--- src/rtl/kb_pkg.sv ---
// Shared definitions for the keyboard-to-serial path: scan codes, ASCII constants, state encodings.
// Latency: n/a (package only).
// Backpressure: n/a (package only).
package kb_pkg;

  // PS/2 set-2 scan codes with special meaning to the parser
  localparam logic [7:0] SC_BREAK  = 8'hF0;
  localparam logic [7:0] SC_EXT    = 8'hE0;
  localparam logic [7:0] SC_LSHIFT = 8'h12;
  localparam logic [7:0] SC_RSHIFT = 8'h59;

  localparam logic [7:0] ASC_SPACE = 8'h20;
  localparam logic [7:0] ASC_CR    = 8'h0D;
  localparam logic [7:0] ASC_UNK   = 8'h2A;

  typedef enum logic [1:0] {
    P_IDLE,
    P_BRK,
    P_EXT,
    P_EXTBRK
  } p_state_t;

  typedef enum logic {
    TX_IDLE,
    TX_BUSY
  } tx_state_t;

  function automatic logic is_shift_code(input logic [7:0] code);
    return (code == SC_LSHIFT) || (code == SC_RSHIFT);
  endfunction

endpackage

--- src/rtl/kb_code2ascii.sv ---
// Scan-code to ASCII translation for digits, letters (Shift selects case), space and CR.
// Latency: purely combinational.
// Backpressure: none; no handshake.
// Ports: code (set-2 scan code), shift (current Shift state), ascii (translated byte,
//        unk_char for any code without a mapping).
module kb_code2ascii
  import kb_pkg::*;
#(
  parameter logic [7:0] UNK_CHAR = ASC_UNK
) (
  input  logic [7:0] code,
  input  logic       shift,
  output logic [7:0] ascii
);

  // Letter index 0..25 for A..Z; 63 means "not a letter"
  logic [5:0] letter;

  always_comb begin
    ascii  = UNK_CHAR;
    letter = 6'd63;
    case (code)
      8'h45: ascii = 8'h30;
      8'h16: ascii = 8'h31;
      8'h1E: ascii = 8'h32;
      8'h26: ascii = 8'h33;
      8'h25: ascii = 8'h34;
      8'h2E: ascii = 8'h35;
      8'h36: ascii = 8'h36;
      8'h3D: ascii = 8'h37;
      8'h3E: ascii = 8'h38;
      8'h46: ascii = 8'h39;
      8'h29: ascii = ASC_SPACE;
      8'h5A: ascii = ASC_CR;
      8'h1C: letter = 6'd0;
      8'h32: letter = 6'd1;
      8'h21: letter = 6'd2;
      8'h23: letter = 6'd3;
      8'h24: letter = 6'd4;
      8'h2B: letter = 6'd5;
      8'h34: letter = 6'd6;
      8'h33: letter = 6'd7;
      8'h43: letter = 6'd8;
      8'h3B: letter = 6'd9;
      8'h42: letter = 6'd10;
      8'h4B: letter = 6'd11;
      8'h3A: letter = 6'd12;
      8'h31: letter = 6'd13;
      8'h44: letter = 6'd14;
      8'h4D: letter = 6'd15;
      8'h15: letter = 6'd16;
      8'h2D: letter = 6'd17;
      8'h1B: letter = 6'd18;
      8'h2C: letter = 6'd19;
      8'h3C: letter = 6'd20;
      8'h2A: letter = 6'd21;
      8'h1D: letter = 6'd22;
      8'h22: letter = 6'd23;
      8'h35: letter = 6'd24;
      8'h1A: letter = 6'd25;
      default: ;
    endcase
    if (letter != 6'd63)
      ascii = (shift ? 8'h41 : 8'h61) + {2'b00, letter};
  end

endmodule

--- src/rtl/kb_event_ctrl.sv ---
// Scan-code parser + character FIFO + UART start/done sequencer for the keyboard-to-serial path.
// Latency: key release byte at cycle N -> FIFO write at N+1 -> tx_start at N+2 when the UART is idle.
// Backpressure: UART busy holds characters in the FIFO; a character arriving on a full FIFO is dropped and flags overflow.
// Ports: clk/reset (async active-low); rx_done_tick/rx_data from the PS/2 receiver;
//        tx_start/tx_data/tx_done_tick to/from the UART; shift_o, fifo_count, overflow status; clr_overflow.
module kb_event_ctrl
  import kb_pkg::*;
#(
  parameter int         FIFO_AW  = 2,
  parameter logic [7:0] UNK_CHAR = ASC_UNK
) (
  input  logic               clk,
  input  logic               reset,
  input  logic               rx_done_tick,
  input  logic [7:0]         rx_data,
  input  logic               tx_done_tick,
  output logic               tx_start,
  output logic [7:0]         tx_data,
  output logic               shift_o,
  output logic [FIFO_AW:0]   fifo_count,
  output logic               overflow,
  input  logic               clr_overflow
);

  localparam int               DEPTH    = 1 << FIFO_AW;
  localparam logic [FIFO_AW:0] FULL_CNT = (FIFO_AW + 1)'(DEPTH);

  p_state_t     p_state;
  tx_state_t    tx_state;
  logic         shift_q;
  logic         emit_vld;
  logic [7:0]   emit_dat;
  logic [7:0]   ascii_w;

  logic [7:0]          mem [DEPTH];
  logic [FIFO_AW-1:0]  wr_ptr;
  logic [FIFO_AW-1:0]  rd_ptr;
  logic [FIFO_AW:0]    cnt;
  logic                full;
  logic                pop;
  logic                push_ok;

  // Translation uses the Shift state at the moment the break code arrives
  kb_code2ascii #(.UNK_CHAR(UNK_CHAR)) u_code2ascii (
    .code  (rx_data),
    .shift (shift_q),
    .ascii (ascii_w)
  );

  // Parser: only key releases emit; make codes other than Shift are ignored
  always_ff @(posedge clk or negedge reset) begin
    if (!reset) begin
      p_state  <= P_IDLE;
      shift_q  <= 1'b0;
      emit_vld <= 1'b0;
      emit_dat <= 8'h00;
    end else begin
      emit_vld <= 1'b0;
      if (rx_done_tick) begin
        case (p_state)
          P_IDLE: begin
            if (rx_data == SC_BREAK)         p_state <= P_BRK;
            else if (rx_data == SC_EXT)      p_state <= P_EXT;
            else if (is_shift_code(rx_data)) shift_q <= 1'b1;
          end
          P_BRK: begin
            // A repeated F0 keeps waiting for the real code
            if (rx_data != SC_BREAK) begin
              p_state <= P_IDLE;
              if (is_shift_code(rx_data)) begin
                shift_q <= 1'b0;
              end else begin
                emit_vld <= 1'b1;
                emit_dat <= ascii_w;
              end
            end
          end
          P_EXT: begin
            if (rx_data == SC_BREAK) p_state <= P_EXTBRK;
            else                     p_state <= P_IDLE;
          end
          P_EXTBRK: begin
            if (rx_data != SC_BREAK) p_state <= P_IDLE;
          end
          default: p_state <= P_IDLE;
        endcase
      end
    end
  end

  // FIFO: a pop in the same cycle frees the slot, so a push on full still lands
  assign full    = (cnt == FULL_CNT);
  assign pop     = (tx_state == TX_IDLE) && (cnt != '0);
  assign push_ok = emit_vld && (!full || pop);

  always_ff @(posedge clk) begin
    if (push_ok) mem[wr_ptr] <= emit_dat;
  end

  always_ff @(posedge clk or negedge reset) begin
    if (!reset) begin
      wr_ptr   <= '0;
      rd_ptr   <= '0;
      cnt      <= '0;
      overflow <= 1'b0;
    end else begin
      if (push_ok) wr_ptr <= wr_ptr + FIFO_AW'(1);
      if (pop)     rd_ptr <= rd_ptr + FIFO_AW'(1);
      case ({push_ok, pop})
        2'b10:   cnt <= cnt + (FIFO_AW + 1)'(1);
        2'b01:   cnt <= cnt - (FIFO_AW + 1)'(1);
        default: ;
      endcase
      // A new drop takes priority over a clear in the same cycle
      if (emit_vld && !push_ok) overflow <= 1'b1;
      else if (clr_overflow)    overflow <= 1'b0;
    end
  end

  // Tx sequencer: pop and tx_start happen together, tx_data stays until the next pop
  always_ff @(posedge clk or negedge reset) begin
    if (!reset) begin
      tx_state <= TX_IDLE;
      tx_start <= 1'b0;
      tx_data  <= 8'h00;
    end else begin
      tx_start <= 1'b0;
      case (tx_state)
        TX_IDLE: begin
          if (pop) begin
            tx_data  <= mem[rd_ptr];
            tx_start <= 1'b1;
            tx_state <= TX_BUSY;
          end
        end
        TX_BUSY: begin
          if (tx_done_tick) tx_state <= TX_IDLE;
        end
        default: tx_state <= TX_IDLE;
      endcase
    end
  end

  assign shift_o    = shift_q;
  assign fifo_count = cnt;

endmodule

--- config.mk ---
export PLATFORM = sky130hd
export DESIGN_NAME = kb_event_ctrl
export DESIGN_NICKNAME = d
export VERILOG_FILES = /design/src/rtl/kb_pkg.sv /design/src/rtl/kb_code2ascii.sv /design/src/rtl/kb_event_ctrl.sv
export SDC_FILE = /design/constraint.sdc
export NUM_CORES = 1
export LEC_CHECK = 0
export CAP_MARGIN = 20
export CORE_MARGIN = 8
export CORE_UTILIZATION = 25
export DETAILED_ROUTE_END_ITERATION = 8
export SYNTH_ARGS = -nofsm -noshare
export SYNTH_HDL_FRONTEND = slang
export SYNTH_HIERARCHICAL = 1
export SYNTH_SLANG_ARGS = --single-unit
--- constraint.sdc ---
create_clock -name clk -period 2.15 [get_ports clk]
set_input_delay 0.3225 -clock clk [delete_from_list [all_inputs] [get_ports clk]]
set_output_delay 0.3225 -clock clk [all_outputs]
set_load 0.02 [all_outputs]
==> results of run 1 <==
synthesized netlist by cell type (3+ instances only):
cell type	number	area, um2
sky130_fd_sc_hd__edfxtp_1	32	961
sky130_fd_sc_hd__dfrtp_1	30	751
sky130_fd_sc_hd__mux2_2	18	203
sky130_fd_sc_hd__inv_1	11	41.3
sky130_fd_sc_hd__nand2_1	11	41.3
sky130_fd_sc_hd__nand3_1	11	55.1
sky130_fd_sc_hd__nor2_1	10	37.5
sky130_fd_sc_hd__a21oi_1	9	45.0
sky130_fd_sc_hd__o21ai_0	9	45.0
sky130_fd_sc_hd__mux4_2	8	180
sky130_fd_sc_hd__nor3_1	8	40.0
sky130_fd_sc_hd__xnor2_1	8	70.1
sky130_fd_sc_hd__buf_2	7	35.0
sky130_fd_sc_hd__clkbuf_1	7	26.3
sky130_fd_sc_hd__ha_1	7	87.6
sky130_fd_sc_hd__nand2b_1	7	43.8
sky130_fd_sc_hd__and2_1	5	31.3
sky130_fd_sc_hd__nand3b_1	5	37.5
sky130_fd_sc_hd__nor2b_1	5	31.3
sky130_fd_sc_hd__nor3b_1	5	37.5
sky130_fd_sc_hd__mux2i_1	4	40.0
sky130_fd_sc_hd__or3_1	4	25.0
sky130_fd_sc_hd__xor2_1	4	35.0
sky130_fd_sc_hd__a211oi_1	3	22.5
sky130_fd_sc_hd__a31oi_1	3	18.8
sky130_fd_sc_hd__buf_1	3	11.3
sky130_fd_sc_hd__nand4bb_1	3	33.8
sky130_fd_sc_hd__nor4b_1	3	26.3
sky130_fd_sc_hd__o22ai_1	3	18.8
sky130_fd_sc_hd__or3b_2	3	26.3
sky130_fd_sc_hd__or4b_1	3	30.0
through the flow:
step | setup TNS, ns | power [W]
final | -3.59 | 0.00432
after global routing | -4.12 | 0.00456
after CTS | -3.43 | 0.00434
after detailed placement | -10.24 | 0.00300
after global placement | -10.56 | 0.00296
after floorplan | -6.18 | 0.00245
worst min-delay path by stage:
stage	endpoint	from	depth (start not counted)
after detailed placement	tx_data[3]	tx_data[3]	1
after global placement	tx_data[3]	tx_data[3]	1
after global routing	tx_data[1]	reset	2
after CTS	tx_data[1]	reset	2
final	tx_data[1]	reset	2
after floorplan	emit_dat[0]	reset	0
worst max-delay path, stage by stage:
cell	delay (ns)
sky130_fd_sc_hd__buf_8	0.10
sky130_fd_sc_hd__or4b_4	0.57
sky130_fd_sc_hd__o32a_1	0.18
sky130_fd_sc_hd__o21a_1	0.19
sky130_fd_sc_hd__and2_4	0.16
sky130_fd_sc_hd__and2_4	0.16
sky130_fd_sc_hd__or3_4	0.34
sky130_fd_sc_hd__ha_4	0.19
sky130_fd_sc_hd__buf_4	0.15
sky130_fd_sc_hd__a21oi_4	0.14
sky130_fd_sc_hd__a41oi_2	0.05
sky130_fd_sc_hd__o21a_1	0.13
sky130_fd_sc_hd__mux2_2	0.26
power by group through the flow:
stage | combinational [W] | sequential, W | clock (W)
final | 0.00144 | 0.00159 | 0.00128
after global routing | 0.00157 | 0.00162 | 0.00137
after CTS | 0.00142 | 0.00160 | 0.00132
after detailed placement | 0.00138 | 0.00162 | 0
after global placement | 0.00135 | 0.00161 | 0
after floorplan | 0.000748 | 0.00170 | 0
cell usage in the layout (no fill, tap or decap), drive strengths merged, types with 10 or more instances in the layout:
| cell | Yosys | final |
|---|---|---|
| mux2 | 20 | 20 |
| clkdlybuf4s50 | 0 | 18 |
| nand2 | 11 | 11 |
| clkbuf | 7 | 15 |
| o21ai | 10 | 10 |
| buf | 13 | 97 |
| nand3 | 11 | 11 |
| inv | 11 | 11 |
| edfxtp | 32 | 32 |
| nor2 | 10 | 10 |
| nor3 | 10 | 10 |
| dfrtp | 30 | 30 |
cell families after synthesis:
logic type / Yosys count / synth area share [%]
fa+ha+maj: 8 / 3.00
xor+xnor: 12 / 2.93
flops: 62 / 47.8
simple gates: 97 / 17.9
compound gates: 57 / 11.9
mux: 32 / 12.4
buf+inv: 31 / 4.02
metal layers:
layer	share of wire (%)	vias to the layer above
met4	2.7	0
met2	49	55
li1	-	1356
met3	4.2	15
met5	0	-
met1	44	1363
registers in the layout (all words and copies together), names as in the netlist:
register    cells
rd_ptr          2
tx_state        1
fifo_count      3
emit_vld        1
overflow        1
shift_o         1
wr_ptr          2
emit_dat        8
mem            32
p_state         2
tx_start        1
tx_data         8
area by class of cell:
class / instances / area, um2 / area share, %
timing repair buffer: 117 / 973 / 19.0
inverter: 11 / 41.3 / 0.805
clock buffer: 15 / 268 / 5.22
sequential: 62 / 1710 / 33.4
clock inverter: 1 / 5.00 / 0.0976
multi-input combinational: 206 / 1910 / 37.1
tap: 180 / 225 / 4.39
timing repair:
action,in CTS,in global routing
buffers inserted,5,10
gates cloned,0,0
pin swaps,13,19
gates resized for setup,54,15
endpoints found under the setup margin,9,8
==> impl.org, run 1 <==
** Status
- Status :: finished with violations
- The checks that failed: negative setup slack.

** Drt
- After detailed routing, the average wire length per cell comes to roughly 14 um.
- Using the TritonRoute via totals, the vias-per-cell ratio works out to 4.71.
- Detailed Route WL :: 8570 um
- Post-route DRC :: 0
- Via count of the routed design :: 2,789
- Number of DRC violations after detailed-routing iteration 0 :: around 140
- In this run the remaining antenna-violating nets after routing total 0.
- Number of optimization iterations in the first detailed-route pass :: 4

** Place
- I/O Buffers :: 26
- Routability Congestion :: 0.885
- Detailed placement ended at an HPWL of 6430 um.
- In this run the cell area measured after placement is 0.00459 mm2.
- Timing analysis after detailed placement gives a worst setup slack of -1.32 ns.
- Total instance count after detailed placement :: ~560

** CTS
- Clock-pin slew was measured on the worst setup and hold paths at roughly 0.050 ns.
- Count of hold buffers inserted by post-cts repair :: 0
- Clock tree synthesis selected as its root buffer the cell sky130_fd_sc_hd__clkbuf_16.
- Number of clock sinks :: 62
- The clock reaches the later pin of the worst-skew pair after 0.32 ns.
- TritonCTS built the clock tree.
- Clock tree synthesis inserted a total of 9 buffers.
- Counting along the longest clock path gives a buffer depth of 2.
- H-tree depth reported by CTS :: 3

** GRT
- Met2 Usage GRT :: 15.7%
- The initial antenna violation count came to 0.
- Global-route wire length before repair :: roughly 14,000 um
- In the global route stage, overall resource usage came out at approximately a tenth.
- The total overflow left after global routing is 0.
- The via count of the first global-routing pass was 2,811.
- Entering global routing, the biggest net connects 31 pins.
- Global routing consumed, on the met1 layer, between 10% and 20% of the routing resources.
- met2 is the most crowded layer.
- For met3 alone, demand over resource in global routing was 1.97%.

** Job
- Across the run, the number of max-cap violations was 0.

** Power
- In this run the static leakage power is roughly 2.0 nW.
- The internal power of the cells totals between 0.003 and 0.004 W.
- Power density over the cells :: 841 mW/mm2
- In this run switching power makes up 28.6% of total power.
- The share of total power dissipated in the clock network is approximately 30%.
- Reported net switching power :: 0.00123 W
- Of the total power, combinational logic draws between 30% and 40%.
- Peak VDD IR :: 0.433 mV
- Sequential group share of total power :: 36.9%

** Yosys
- Flip-flop cell with the highest count after synthesis :: sky130_fd_sc_hd__edfxtp_1
- After synthesis, the mean cell area works out to 12.0 um2.
- When the netlist entered floorplanning its net count stood at 320.
- Number of distinct library cells after synthesis :: 66
- Post-synth EDFFs :: 32
- Flops & latches, synth :: 62
- After synthesis, flip-flops and latches occupy 47.8% of the total area.
- After technology mapping, the gate count stands at 299.
- In the synthesized netlist the async set-or-reset flop fraction comes to 48.4%.
- Synth warnings :: 6
- The cell area that synthesis handed to floorplanning was 0.00358 mm2.

** Worst hold path
- In this run the worst hold path is classified as in2async.

** Die
- Core outline area :: 0.0139 mm2
- In this run the count of I/O pins placed on the die edge is 27.
- Die extent in y :: 136 um
- Horizontal die dimension :: between 100 and 150 um
- Number of cell rows :: 43
- DIE AREA :: 0.0184 mm2
- Effective utilization at floorplan :: between 20% and 30%

** Worst setup path
- STA classifies the critical path endpoint as a flip-flop.
- R2R Path End :: fifo_count[2]
- Maximum fanout encountered on the critical timing path :: 5
- Tracing the worst setup path back leads to its startpoint at rx_data[5].
- Measured in cells, the most critical reg-to-reg path has a length of 9.
- The worst register-to-register path begins at fifo_count[0].
- Data arrival time at the worst-slack endpoint :: between 2 and 3 ns
- Worst reg-to-reg setup slack :: roughly 0.28 ns
- For the worst setup path, the data required time is 2.35 ns.
- The most critical setup path has its endpoint at emit_dat[4].
- STA classifies the critical path startpoint as a primary input.
- Critical Setup Path Class :: in2reg

** STA
- Setup violations remaining at the end of the flow were counted as 8.
- Dividing the final minimum period by the clock period gives 128%.
- Final worst-path setup slack :: -0.593 ns
- The hold violation total from the final report was 0.
- Setup repair after global routing could not meet its margin everywhere.
- Measured against its own limit, the worst slew margin works out to approximately 44%.
- Min Tclk post-route :: ~2.7 ns
- For this run, the top clock speed supported by timing is approximately 360 MHz.
- Fin. max-slew vios :: 0
- Largest clock skew in the final design :: 0.00732 ns
- Actual transition at the worst max-transition pin :: 0.837 ns
- Post-route worst hold slack :: 0.393 ns

** Final layout
- Of the cells placed in the final design, the portion with a size suffix greater than 1 is 42.7%.
- Area added between synthesis and finish :: 43.2%
- NumNets Final :: between 400 and 500
- Antenna diode count :: 0
- After routing the design area is approximately 0.0051 mm2.
- Excluding fillers, the count of instances in the completed layout stands at 592.
- Number of filler cells placed in the layout :: 1,331
- Util after Layout :: 36.8%
(Power assumes the default switching activity.)
==> run 2, diff against run 1 <==
--- a/config.mk
+++ b/config.mk
@@ -9,6 +9,7 @@
 export CORE_MARGIN = 8
 export CORE_UTILIZATION = 25
 export DETAILED_ROUTE_END_ITERATION = 8
+export HOLD_SLACK_MARGIN = 0.02
 export SYNTH_ARGS = -nofsm -noshare
 export SYNTH_HDL_FRONTEND = slang
 export SYNTH_HIERARCHICAL = 1
==> results of run 2 <==
Final layout, timing and power as in run 1 (identical DEF).
==> run 3, diff against run 2 <==
--- a/config.mk
+++ b/config.mk
@@ -5,6 +5,7 @@
 export SDC_FILE = /design/constraint.sdc
 export NUM_CORES = 1
 export LEC_CHECK = 0
+export ABC_AREA = 1
 export CAP_MARGIN = 20
 export CORE_MARGIN = 8
 export CORE_UTILIZATION = 25
==> impl.org, run 3 <==
** Die
- Core outline area :: 0.0139 mm2 (unchanged)
- Effective utilization at floorplan :: 25.6% (was 25.7%)
- The count of boundary I/O pins is 27 (unchanged).
- The die outline height came to 135 um (was 136 um).
- Number of cell rows :: 43 (unchanged)
- The full die area is 0.0184 mm2 (about the same).
- Horizontal die dimension :: 135 um (was 136 um)

** GRT
- Pin count of the biggest net entering global routing :: 31 (unchanged)
- The initial antenna violation count is 0 (unchanged).
- The total overflow reported by the global router is 0 (unchanged).
- Global-route wire length before repair :: 13,900 um (was 14,200 um)
- The aggregate global-route resource usage is 9.23% (was 9.56%).
- The via count of the first global-routing pass is 3,120 (was 2,811).

** Drt
- Number of optimization iterations in the first detailed-route pass :: 4 (unchanged)
- Routed via count divided by cell count :: 4.23 (was 4.71)
- Routed wirelength normalized by instance count :: 10.9 um (was 14.5 um)
- The number of routed nets with antenna violations was 0 (unchanged).
- The topmost layer with routed signal wires is met4 (unchanged).
- The length of routed met3 wiring was 253 um (was 359 um).
- Detailed Route WL :: 7820 um (was 8570 um)
- Length of routed met2 wiring :: 3730 um (was 4190 um)
- Number of DRC violations after detailed-routing iteration 0 :: 135 (was 138)
- M1 wire length :: 3660 um (was 3790 um)
- Via count of the routed design :: 3,025 (was 2,789)
- The DRC violation count after routing is 0 (unchanged).

** Power
- Peak VDD IR :: 0.414 mV (was 0.433 mV)
- Power density over the cells :: 929 mW/mm2 (was 841 mW/mm2)
- The sum of internal, switching and leakage power came to 0.00440 W (was 0.00432 W).
- LEAKAGE :: 2.22 nW (was 2.00 nW)

** Job
- The total of max-cap violations was 0 (unchanged).

** Final layout
- Largest registers: mem (32), emit_dat (8), tx_data (8) (unchanged).
- Area added between synthesis and finish :: 32.8% (was 43.2%)
- The share of cells above drive strength 1 was 21.7% (was 42.7%).
- The number of flip-flops in the largest register was 32 (unchanged).
- The multi-input gate area in the final layout is 0.00168 mm2 (was 0.00191 mm2).
- The total area of sequential cells was 0.00171 mm2 (unchanged).
- Largest register by flop count :: mem (unchanged)
- Most common library cell in the layout ignoring fill and taps :: sky130_fd_sc_hd__nand2_1 (was sky130_fd_sc_hd__buf_4)
- The count of nets after finishing is 551 (was 428).
- Most frequent cells in the layout :: 119 x sky130_fd_sc_hd__nand2_1, 84 x sky130_fd_sc_hd__nor2_1, 47 x sky130_fd_sc_hd__inv_1, 45 x sky130_fd_sc_hd__buf_4, 32 x sky130_fd_sc_hd__edfxtp_1 (was 82 x sky130_fd_sc_hd__buf_4, 32 x sky130_fd_sc_hd__edfxtp_1, 30 x sky130_fd_sc_hd__dfrtp_1, 18 x sky130_fd_sc_hd__clkdlybuf4s50_1, 14 x sky130_fd_sc_hd__mux2_2)
- Final Instance Count excl. Fillers :: 715 (was 592)
- The antenna diode instance count came to 0 (unchanged).
- The number of filler cells placed in the layout is 1,419 (was 1,331).

** Worst setup path
- Total number of cells along the worst setup path :: 19 (was 13)
- Critical Setup Path Class :: in2reg (unchanged)
- Cell breakdown of the critical path: dlygate4sd2_1 -> inv_1 -> nand2_1 -> nor2_4 -> buf_6 -> nand2_1 -> nand2_1 -> nor2_1 -> nand2_1 -> nor2_2 -> nand2_2 -> nand2_4 -> ha_4 -> nand2_4 -> inv_2 -> o21ai_1 -> nand3_1 -> nand2_1 -> nand2_1 (was buf_8 -> or4b_4 -> o32a_1 -> o21a_1 -> and2_4 -> and2_4 -> or3_4 -> ha_4 -> buf_4 -> a21oi_4 -> a41oi_2 -> o21a_1 -> mux2_2).
- The slack of the worst reg-to-reg path came to 0.23 ns (was 0.28 ns).
- Maximum fanout encountered on the critical timing path :: 6 (was 5)
- Count of cells along the worst register-to-register path :: 10 (was 9)
- Buf+Inv Stages, Crit Path :: 4 (was 2)
- Most frequent cell on the critical path :: sky130_fd_sc_hd__nand2_1
- The cell family with the largest share of critical-path delay is simple AND/OR/NAND/NOR gates (unchanged).
- Critical-path cell with the highest stage delay :: sky130_fd_sc_hd__dlygate4sd2_1 (was sky130_fd_sc_hd__or4b_4)
- The sort of element at the start of the critical path is a primary input (unchanged).
- Critical Path Max Stage Delay :: 0.27 ns (was 0.57 ns)
- The element type at the critical path end is a flip-flop (unchanged).
- The endpoint required time on the critical path was 2.36 ns (was 2.35 ns).
- The data arrival at the endpoint of the critical path is 2.17 ns (was 2.94 ns).

** Yosys
- The cell area after synthesis is 0.00357 mm2 (was 0.00358 mm2).
- The sequential fraction of the synthesis area came to 47.9% (was 47.8%).
- The largest area contributor in the synthesized netlist was sky130_fd_sc_hd__edfxtp_1 (unchanged).
- The synthesis warning total is 6 (unchanged).
- Post-Syn Nets :: 473 (was 320)
- The count of cell types in the netlist is 29 (was 66).
- Top-count cell post-synth :: sky130_fd_sc_hd__nand2_1 (was sky130_fd_sc_hd__edfxtp_1)
- Largest cells by area after synthesis :: sky130_fd_sc_hd__edfxtp_1 27%, sky130_fd_sc_hd__dfrtp_1 21%, sky130_fd_sc_hd__nand2_1 13% (was sky130_fd_sc_hd__edfxtp_1 27%, sky130_fd_sc_hd__dfrtp_1 21%, sky130_fd_sc_hd__mux2_2 5.7%)
- Flip-flop cell with the highest count after synthesis :: sky130_fd_sc_hd__edfxtp_1 (unchanged)
- Fraction of synthesized cell area taken by the top area cell type :: 26.9% (was 26.8%)
- Post-synth EDFFs :: 32 (unchanged)
- The average instance area after synthesis was 7.90 um2 (was 12.0 um2).
- Count of mapped cells out of synthesis :: 452 (was 299)
- Flops & latches, synth :: 62 (unchanged)
- The fraction of registers with async set/reset is 48.4% (unchanged).
- Most numerous cell types in the synthesized netlist :: 123 x sky130_fd_sc_hd__nand2_1, 90 x sky130_fd_sc_hd__nor2_1, 50 x sky130_fd_sc_hd__inv_1 (was 32 x sky130_fd_sc_hd__edfxtp_1, 30 x sky130_fd_sc_hd__dfrtp_1, 18 x sky130_fd_sc_hd__mux2_2)

** STA
- The number of max-slew violations in the final report was 0 (unchanged).
- The post-route fraction of the period consumed by the critical path is 91.2% (was 128%).
- Min Tclk post-route :: 1.96 ns (was 2.74 ns)
- Worst slew margin :: 60.0% (was 43.9%)
- Unrepaired setup endpoints after global routing :: no (was yes)
- Endpoints failing setup :: 0 (was 8)
- The hold violation total from the final report is 0 (unchanged).
- Actual transition at the worst max-transition pin :: 0.600 ns (was 0.837 ns)
- Largest clock skew in the final design :: 0.00417 ns (was 0.00732 ns)
- Max Clock Freq :: 510 MHz (was 365 MHz)
- The tightest hold margin was 0.393 ns (about the same).
- Final worst-path setup slack :: 0.190 ns (was -0.593 ns)

** CTS
- Num CTS Buffers :: 9 (unchanged)
- The hold buffer count at cts is 0 (unchanged).
- The clock-pin slew on the worst setup and hold paths was 0.05 ns (about the same).
- Number of clock sinks :: 62 (unchanged)
- Max Buffers Root-to-Sink :: 2 (unchanged)
- TritonCTS clock tree :: done (unchanged)
- The worst-skew pair later-pin latency is 0.32 ns (about the same).
- H-tree depth reported by CTS :: 3 (unchanged)
- The buffer cell driving the clock tree root is sky130_fd_sc_hd__clkbuf_16 (unchanged).

** Place
- Routability Congestion :: 0.832 (was 0.885)
- The placed wire-length estimate after detailed placement is 6020 um (was 6430 um).
- The count of placed standard cells including taps was 695 (was 561).
- The minimum setup slack after placement came to -0.539 ns (was -1.32 ns).
- The count of port buffers added during placement was 26 (unchanged).

** Status
- Status :: finished clean (was finished with violations)

** Worst hold path
- Path category of the worst min-delay check :: in2async (unchanged)
-- run 3: through the flow --
step / util (%) / setup TNS [ns] / cell area (um2)
final: 34.0 / 0 / 4740
after global routing: 34.0 / 0 / 4740
after CTS: 33.9 / 0 / 4720
after detailed placement: 31.1 / -3.81 / 4340
after global placement: 31.1 / -3.48 / 4340
after floorplan: - / 0 / 3570
-- run 3: worst reg2reg max path, cell delays in order (launching register included) --
cell	delay, ns
sky130_fd_sc_hd__dfrtp_1	0.41
sky130_fd_sc_hd__nor2_1	0.13
sky130_fd_sc_hd__nand3_1	0.14
sky130_fd_sc_hd__nand2_2	0.17
sky130_fd_sc_hd__ha_1	0.17
sky130_fd_sc_hd__inv_1	0.07
sky130_fd_sc_hd__fa_1	0.38
sky130_fd_sc_hd__nor2_1	0.11
sky130_fd_sc_hd__nor2_1	0.05
sky130_fd_sc_hd__nand2_1	0.07
sky130_fd_sc_hd__xor2_1	0.14
-- run 3: path summary, 6_finish.rpt --
path | from | to
setup / recovery | rx_data[4] | emit_dat[4]
hold / removal | reset | fifo_count[1]
setup reg to reg | fifo_count[0] | fifo_count[2]
hold reg to reg | emit_dat[7] | mem[2][7]
max in group asynchronous | reset | emit_dat[3]
min in group clk | emit_dat[7] | mem[2][7]
-- run 3: logic make-up (layout without fill, tap and decap cells) --
| kind of cell | after synthesis | after routing | synth area share [%] |
|---|---|---|---|
| xor+xnor | 5 | 5 | 1.23 |
| buf+inv | 63 | 145 | 7.05 |
| flops | 62 | 62 | 47.9 |
| compound gates | 45 | 45 | 6.73 |
| simple gates | 269 | 270 | 34.0 |
| fa+ha+maj | 8 | 8 | 3.01 |
-- run 3: timing repair --
item	4_1_cts	5_1_grt
setup buffers	2	1
pin swaps	2	4
endpoints found under the hold margin	0	0
resized for setup	25	13
cloned	1	0
endpoints found under the setup margin	8	8
-- run 3: report_power, final --
group / total [W] / switching [W] / internal, W
Combinational: 0.00134 / 0.000762 / 0.000580
Clock: 0.00146 / 0.000460 / 0.000998
Sequential: 0.00160 / 0.000178 / 0.00143
Total: 0.00440 / 0.00140 / 0.00300
-- run 3: routing by layer --
metal / GRT usage (%) / vias up
met5: 0 / -
met4: 5.18 / 0
met3: 1.41 / 12
met2: 15.7 / 54
met1: 10.9 / 1366
li1: - / 1593
-- run 3: cell type report --
type | instances | share of cell area (%)
clock buffer | 10 | 4.83
clock inverter | 6 | 1.61
inverter | 57 | 4.51
multi-input combinational | 328 | 35.5
sequential | 62 | 36.1
tap | 180 | 4.75
timing repair buffer | 72 | 12.6
